## src/rtl/seg_scan.sv

```systemverilog
// Four-digit multiplexed display scanner with a penalty-flash / done status glyph on digit 3.
// an/seg/alarm/done are registered; segment inputs see two cycles of latency, and there is no backpressure.
module seg_scan #(
   parameter int REFRESH_DIV = 100000,
   parameter int FLASH_LEN   = 500
) (
   input  logic       clock,
   input  logic       reset,
   input  logic [6:0] seg_a,
   input  logic [6:0] seg_b,
   input  logic [6:0] seg_c,
   input  logic       trigger_a,
   input  logic       trigger_b,
   input  logic       trigger_c,
   input  logic       stopper_a,
   input  logic       stopper_b,
   input  logic       stopper_c,
   output logic [3:0] an,
   output logic [6:0] seg,
   output logic       alarm,
   output logic       done
);

   localparam int PW = $clog2(REFRESH_DIV);
   localparam int FW = (FLASH_LEN > 1) ? $clog2(FLASH_LEN) : 1;
   localparam logic [PW-1:0] PLAST = PW'(REFRESH_DIV - 1);
   localparam logic [FW-1:0] FLAST = FW'(FLASH_LEN - 1);

   typedef enum logic [1:0] {IDLE, FLASH, DONE} state_t;

   state_t        state, state_nxt;
   logic [FW-1:0] fcnt, fcnt_nxt;
   logic [PW-1:0] pcnt;
   logic [1:0]    idx;
   logic [6:0]    ra, rb, rc;
   logic [6:0]    glyph;
   logic          tick, trig, trig_q, pen, allstop;

   assign tick    = (pcnt == PLAST);
   assign trig    = trigger_a | trigger_b | trigger_c;
   assign pen     = trig & ~trig_q;
   assign allstop = stopper_a & stopper_b & stopper_c;

   always_ff @(posedge clock or negedge reset) begin
      if (!reset) begin
         state <= IDLE;
         fcnt  <= '0;
      end else begin
         state <= state_nxt;
         fcnt  <= fcnt_nxt;
      end
   end

   // Full stoppers win over everything; a penalty restarts the flash window.
   always_comb begin
      state_nxt = state;
      fcnt_nxt  = fcnt;
      if (allstop) begin
         state_nxt = DONE;
         fcnt_nxt  = '0;
      end else begin
         case (state)
            IDLE: begin
               if (pen) begin
                  state_nxt = FLASH;
                  fcnt_nxt  = '0;
               end
            end
            FLASH: begin
               if (pen) begin
                  fcnt_nxt = '0;
               end else if (tick) begin
                  if (fcnt == FLAST) begin
                     state_nxt = IDLE;
                     fcnt_nxt  = '0;
                  end else begin
                     fcnt_nxt = fcnt + FW'(1);
                  end
               end
            end
            DONE:    state_nxt = IDLE;
            default: state_nxt = IDLE;
         endcase
      end
   end

   always_comb begin
      glyph = 7'b1111111;
      case (state)
         FLASH:   glyph = fcnt[0] ? 7'b1111111 : 7'b0111111;
         DONE:    glyph = 7'b0001110;
         default: glyph = 7'b1111111;
      endcase
   end

   always_ff @(posedge clock or negedge reset) begin
      if (!reset) begin
         pcnt   <= '0;
         idx    <= 2'd0;
         ra     <= 7'b1111111;
         rb     <= 7'b1111111;
         rc     <= 7'b1111111;
         trig_q <= 1'b0;
         an     <= 4'b1111;
         seg    <= 7'b1111111;
         alarm  <= 1'b0;
         done   <= 1'b0;
      end else begin
         pcnt   <= tick ? '0 : pcnt + PW'(1);
         if (tick) idx <= idx + 2'd1;
         ra     <= seg_a;
         rb     <= seg_b;
         rc     <= seg_c;
         trig_q <= trig;
         an     <= ~(4'b0001 << idx);
         case (idx)
            2'd0:    seg <= ra;
            2'd1:    seg <= rb;
            2'd2:    seg <= rc;
            default: seg <= glyph;
         endcase
         alarm  <= (state_nxt == FLASH);
         done   <= (state_nxt == DONE);
      end
   end

endmodule

```

## config.mk

```make
export PLATFORM = sky130hd
export DESIGN_NAME = seg_scan
export DESIGN_NICKNAME = d
export VERILOG_FILES = /design/src/rtl/seg_scan.sv
export SDC_FILE = /design/constraint.sdc
export NUM_CORES = 1
export LEC_CHECK = 0
export ABC_AREA = 1
export CAP_MARGIN = 10
export CORE_ASPECT_RATIO = 1.4
export CORE_UTILIZATION = 35
export CTS_CLUSTER_SIZE = 16
export DETAILED_ROUTE_END_ITERATION = 12
export PLACE_DENSITY_LB_ADDON = 0.08
export SYNTH_ARGS = -nofsm -noshare
export SYNTH_HDL_FRONTEND = slang
export SYNTH_SLANG_ARGS = --single-unit
```

## constraint.sdc

```tcl
create_clock -name clock -period 1.9 [get_ports clock]
set_clock_uncertainty 0.05 [all_clocks]
set_input_delay 0.285 -clock clock [delete_from_list [all_inputs] [get_ports clock]]
set_output_delay 0.285 -clock clock [all_outputs]
set_load 0.02 [all_outputs]
```

==> impl.org <==
** Logic synthesis
- The share of the Yosys chip area taken by registers is 0.569.
- In the post-synthesis netlist, the biggest area contributors are sky130_fd_sc_hd__dfstp_2 (29%), sky130_fd_sc_hd__dfrtp_1 (28%), sky130_fd_sc_hd__nand2_1 (8.5%).
- Synthesis instantiated 27 different standard cells from the library.
- Mean cell area of the mapped netlist :: 9.43 um2
- Of the post-synthesis cell area, the dominant cell type holds 0.287.
- Of all flip-flops after synthesis, the portion carrying an async set or reset was 1.00.
- Synth top cells by count :: sky130_fd_sc_hd__nand2_1 (66), sky130_fd_sc_hd__inv_1 (45), sky130_fd_sc_hd__dfrtp_1 (33), sky130_fd_sc_hd__dfstp_2 (32), sky130_fd_sc_hd__nor2_1 (26)
- The synthesized netlist occupies a cell area of 2930 um2.
- In the synthesized netlist, the number of instances is 311.
- After synthesis, the share of cell area in mux cells is 0.
- When the netlist entered floorplanning its net count stood at 347.
- Simple-gate area share of the yosys netlist :: 0.252
- Most instantiated library cell after synthesis :: sky130_fd_sc_hd__nand2_1
- The synthesized design contains 65 register bits.
- Number of enable flip-flop cells after synthesis :: 0
- Predominant post-synthesis flop cell :: sky130_fd_sc_hd__dfrtp_1
- Synth warn :: 0
- Complex-gate fraction of the synthesized area :: 0.0457
- Xor/xnor cell area share of the yosys netlist :: 0.0359
- Largest family of logic cells by synthesized area :: simple AND/OR/NAND/NOR gates
- Of the total synthesized cell area, the portion taken by full adders, half adders and majority gates is 0.0299.
- Leading area contributor after synthesis :: sky130_fd_sc_hd__dfstp_2

** Finish
- The number of antenna diodes in the final layout is 0.
- Share of final-layout standard cells stronger than drive strength 1 :: 0.198
- For this run, the post-layout net count is 400.
- Compared with the post-synthesis result, the final layout area differs by 29.3%.

** Setup path
- In this design, the stage delay of the slowest critical-path cell is 590 ps.
- In this run the worst path has a maximum fanout of 1.
- The critical path goes through clkdlybuf4s50_1.
- STA classifies the critical path endpoint as an output port.
- The worst setup path is launched from a flop.
- Cell type of the slowest stage on the worst timing path :: sky130_fd_sc_hd__clkdlybuf4s50_1
- Slack of the worst reg-to-reg path :: 210 ps
- Register-to-Register Path Depth :: 11
- Worst EP required :: 1560 ps
- On the critical path the largest part of the delay comes from buffers and inverters.
- Count of buffering cells on the critical path with inverters included :: 1
- Worst r2r dst :: fcnt[7]
- CP Class :: reg2out
- The startpoint identified for the worst register-to-register timing path is pcnt[0].
- At the worst endpoint, the arrival time is 1440 ps.

** Power
- Of the total power, registers draw 0.451.
- Switching Fraction :: 0.228
- Share of power burned in combinational logic :: 0.080
- Clk pwr share :: 0.469
- Internal Power :: 2.53 mW
- Power per cell area :: 865 nW/um2
- Summed over all cells, the static leakage comes to 1.82 nW.
- For this design the total switching power over the nets is 0.749 mW.
- Across the VDD grid, the largest voltage drop is 0.503 mV.

** Floorplanning
- I/O pin count :: 42
- In this run the standard cell core region covers 8150 um2.
- Row Count :: 39
- Measured along the y axis, the die boundary spans 110 um.
- The die covers 8750 um2.
- Initial cell density of the core :: 0.360
- Horiz. Die Dim :: 79.4 um

** Placement
- Port Buf Inserts :: 41
- Once detailed placement completed, the half-perimeter wirelength came to 4420 um.
- Final weighted congestion in routability-driven placement :: 0.792

** STA
- For the pin with the worst max-slew slack, the measured transition is 446 ps.
- Dividing the final minimum period by the clock period gives 0.934.
- Max Clk Rate :: 0.563 GHz
- The number of failing hold endpoints at the final stage came to 0.
- Setup repair after global routing left no endpoint under its margin.
- Count of final setup violators :: 0
- Hold is met by 308 ps.
- The clock period could shrink to 1780 ps.
- Setup TNS Final :: 0 ps
- The final max-slew violation count is 0.
- Remaining max-slew budget at the tightest pin :: 0.700

** Global routing
- Global-route wire length before repair :: 10,100 um
- Congestion Overflow GR :: 0
- Entering global routing, the biggest net connects 28 pins.
- For this run, the total global-route usage over all layers was measured as 0.159.
- Initial antenna violation count :: 0
- The via count of the first global-routing pass came to 2,147.

** Drt
- The detailed router finished its first iteration with 69 violations.
- Across all layers, the routed design uses 2,129 vias.
- Vias per Instance :: 4.52
- In the final routed layout, each cell accounts on average for 12.7 um.
- The count of nets left with antenna violations once routing finished came out at 0.
- Wires add up to 5990 um.
- The first detailed-routing pass took 4 iterations.
- Residual DRC count :: 0

** Clock network
- Post-cts resize count :: 0
- The clock reaches the later pin of the worst-skew pair after 330 ps.
- Number of hold buffers added after CTS :: 1
- Counting every sink on the clock net gives 65.
- The number of setup buffers added after CTS is 0.
- CTS built an H-tree with a depth of 3.
- In this run, CTS created clock tree buffers numbering 9.
- TritonCTS built the clock tree.
- After clock tree synthesis, the clock-pin slew on the worst setup and hold paths is 50 ps.
- Counting along the longest clock path gives a buffer depth of 2.
- Root Buffer :: sky130_fd_sc_hd__clkbuf_16

** Flow run
- Across the run, the number of max-cap violations was 0.

** Run status
- The flow ran to the end, and the final reports show no timing, DRC or antenna violations.

** Min path
- In this run the worst hold path is classified as in2reg.
- The path with the worst hold slack has its endpoint at rb[5].
- Number of stages on the worst hold path :: 1
- Hold path startpoint :: seg_b[5]
## metal layers
layer,GRT usage,part of all wire,vias up
li1,-,-,1080
met5,0,0,-
met1,0.183,0.43,988
met3,0.0280,0.036,12
met4,0.105,0.030,0
met2,0.272,0.50,49
## worst max-delay path by stage
stage / startpoint / end / slack (ps) / cells after the start
after floorplan: pcnt[0] / fcnt[0] / 400 / 11
after global placement: trigger_c / fcnt[3] / 150 / 11
after detailed placement: trigger_c / fcnt[3] / 110 / 11
after CTS: seg[5] / seg[5] / 100 / 1
after global routing: pcnt[0] / fcnt[7] / 30 / 11
final: seg[5] / seg[5] / 120 / 1
## power groups by stage
stage	clock network (mW)	logic, mW	registers, mW
final	1.54	0.262	1.48
after global routing	1.62	0.294	1.48
after CTS	1.57	0.267	1.48
after detailed placement	0	0.264	1.50
after global placement	0	0.263	1.50
after floorplan	0	0.108	1.51
## through the flow
stage	area, um2	cells	util	total power [mW]	setup slack (ps)
finish	3790	471	0.465	3.28	125
global placement	3500	454	0.430	1.76	150
detailed placement	3500	454	0.430	1.77	111
floorplan	2930	311	-	1.62	399
global route	3790	471	0.465	3.40	26.2
CTS	3790	471	0.465	3.32	104
## cells by family (layout without fill, tap and decap cells)
logic type	count (synthesis)	count (layout)
XOR/XNOR	12	12
AND/OR/NAND/NOR	148	148
AO/OA/AOI/OAI	26	26
flip-flops	65	65
adder cells (fa/ha/maj)	7	7
buffers and inverters	53	111
## state kept, by name (all words and copies together), names as in the netlist
| register | count |
|---|---|
| trig_q | 1 |
| fcnt | 9 |
| pcnt | 17 |
| an | 4 |
| rb | 7 |
| state | 2 |
| rc | 7 |
| ra | 7 |
| done | 1 |
| alarm | 1 |
| seg | 7 |
| idx | 2 |
## layout by cell type, fill, tap and decap left out, types with 2 or more instances in the layout
master / n
sky130_fd_sc_hd__clkbuf_8: 2
sky130_fd_sc_hd__nor2_2: 3
sky130_fd_sc_hd__clkbuf_1: 3
sky130_fd_sc_hd__xor2_1: 11
sky130_fd_sc_hd__ha_1: 7
sky130_fd_sc_hd__nand4_1: 6
sky130_fd_sc_hd__clkbuf_16: 9
sky130_fd_sc_hd__clkinv_2: 2
sky130_fd_sc_hd__clkdlybuf4s50_1: 40
sky130_fd_sc_hd__dfstp_2: 32
sky130_fd_sc_hd__nand3_2: 6
sky130_fd_sc_hd__nand2_4: 3
sky130_fd_sc_hd__nand2_1: 66
sky130_fd_sc_hd__nor3_1: 6
sky130_fd_sc_hd__nand3_1: 25
sky130_fd_sc_hd__nand2_2: 3
sky130_fd_sc_hd__o21ai_1: 2
sky130_fd_sc_hd__dfrtp_1: 33
sky130_fd_sc_hd__buf_4: 2
sky130_fd_sc_hd__nor2_1: 26
sky130_fd_sc_hd__inv_1: 45
sky130_fd_sc_hd__a21oi_1: 11
sky130_fd_sc_hd__inv_2: 2
sky130_fd_sc_hd__o21ai_0: 12
sky130_fd_sc_hd__buf_12: 2
## layout make-up
type / count / area (um2)
Sequential cell: 65 / 1670
Fill cell: 776 / 4360
Clock inverter: 2 / 11.3
Multi-Input combinational cell: 193 / 1060
Clock buffer: 14 / 264
Tap cell: 102 / 128
Timing Repair Buffer: 46 / 470
Inverter: 49 / 185
No activity file was read; power rests on OpenSTA's default activity.
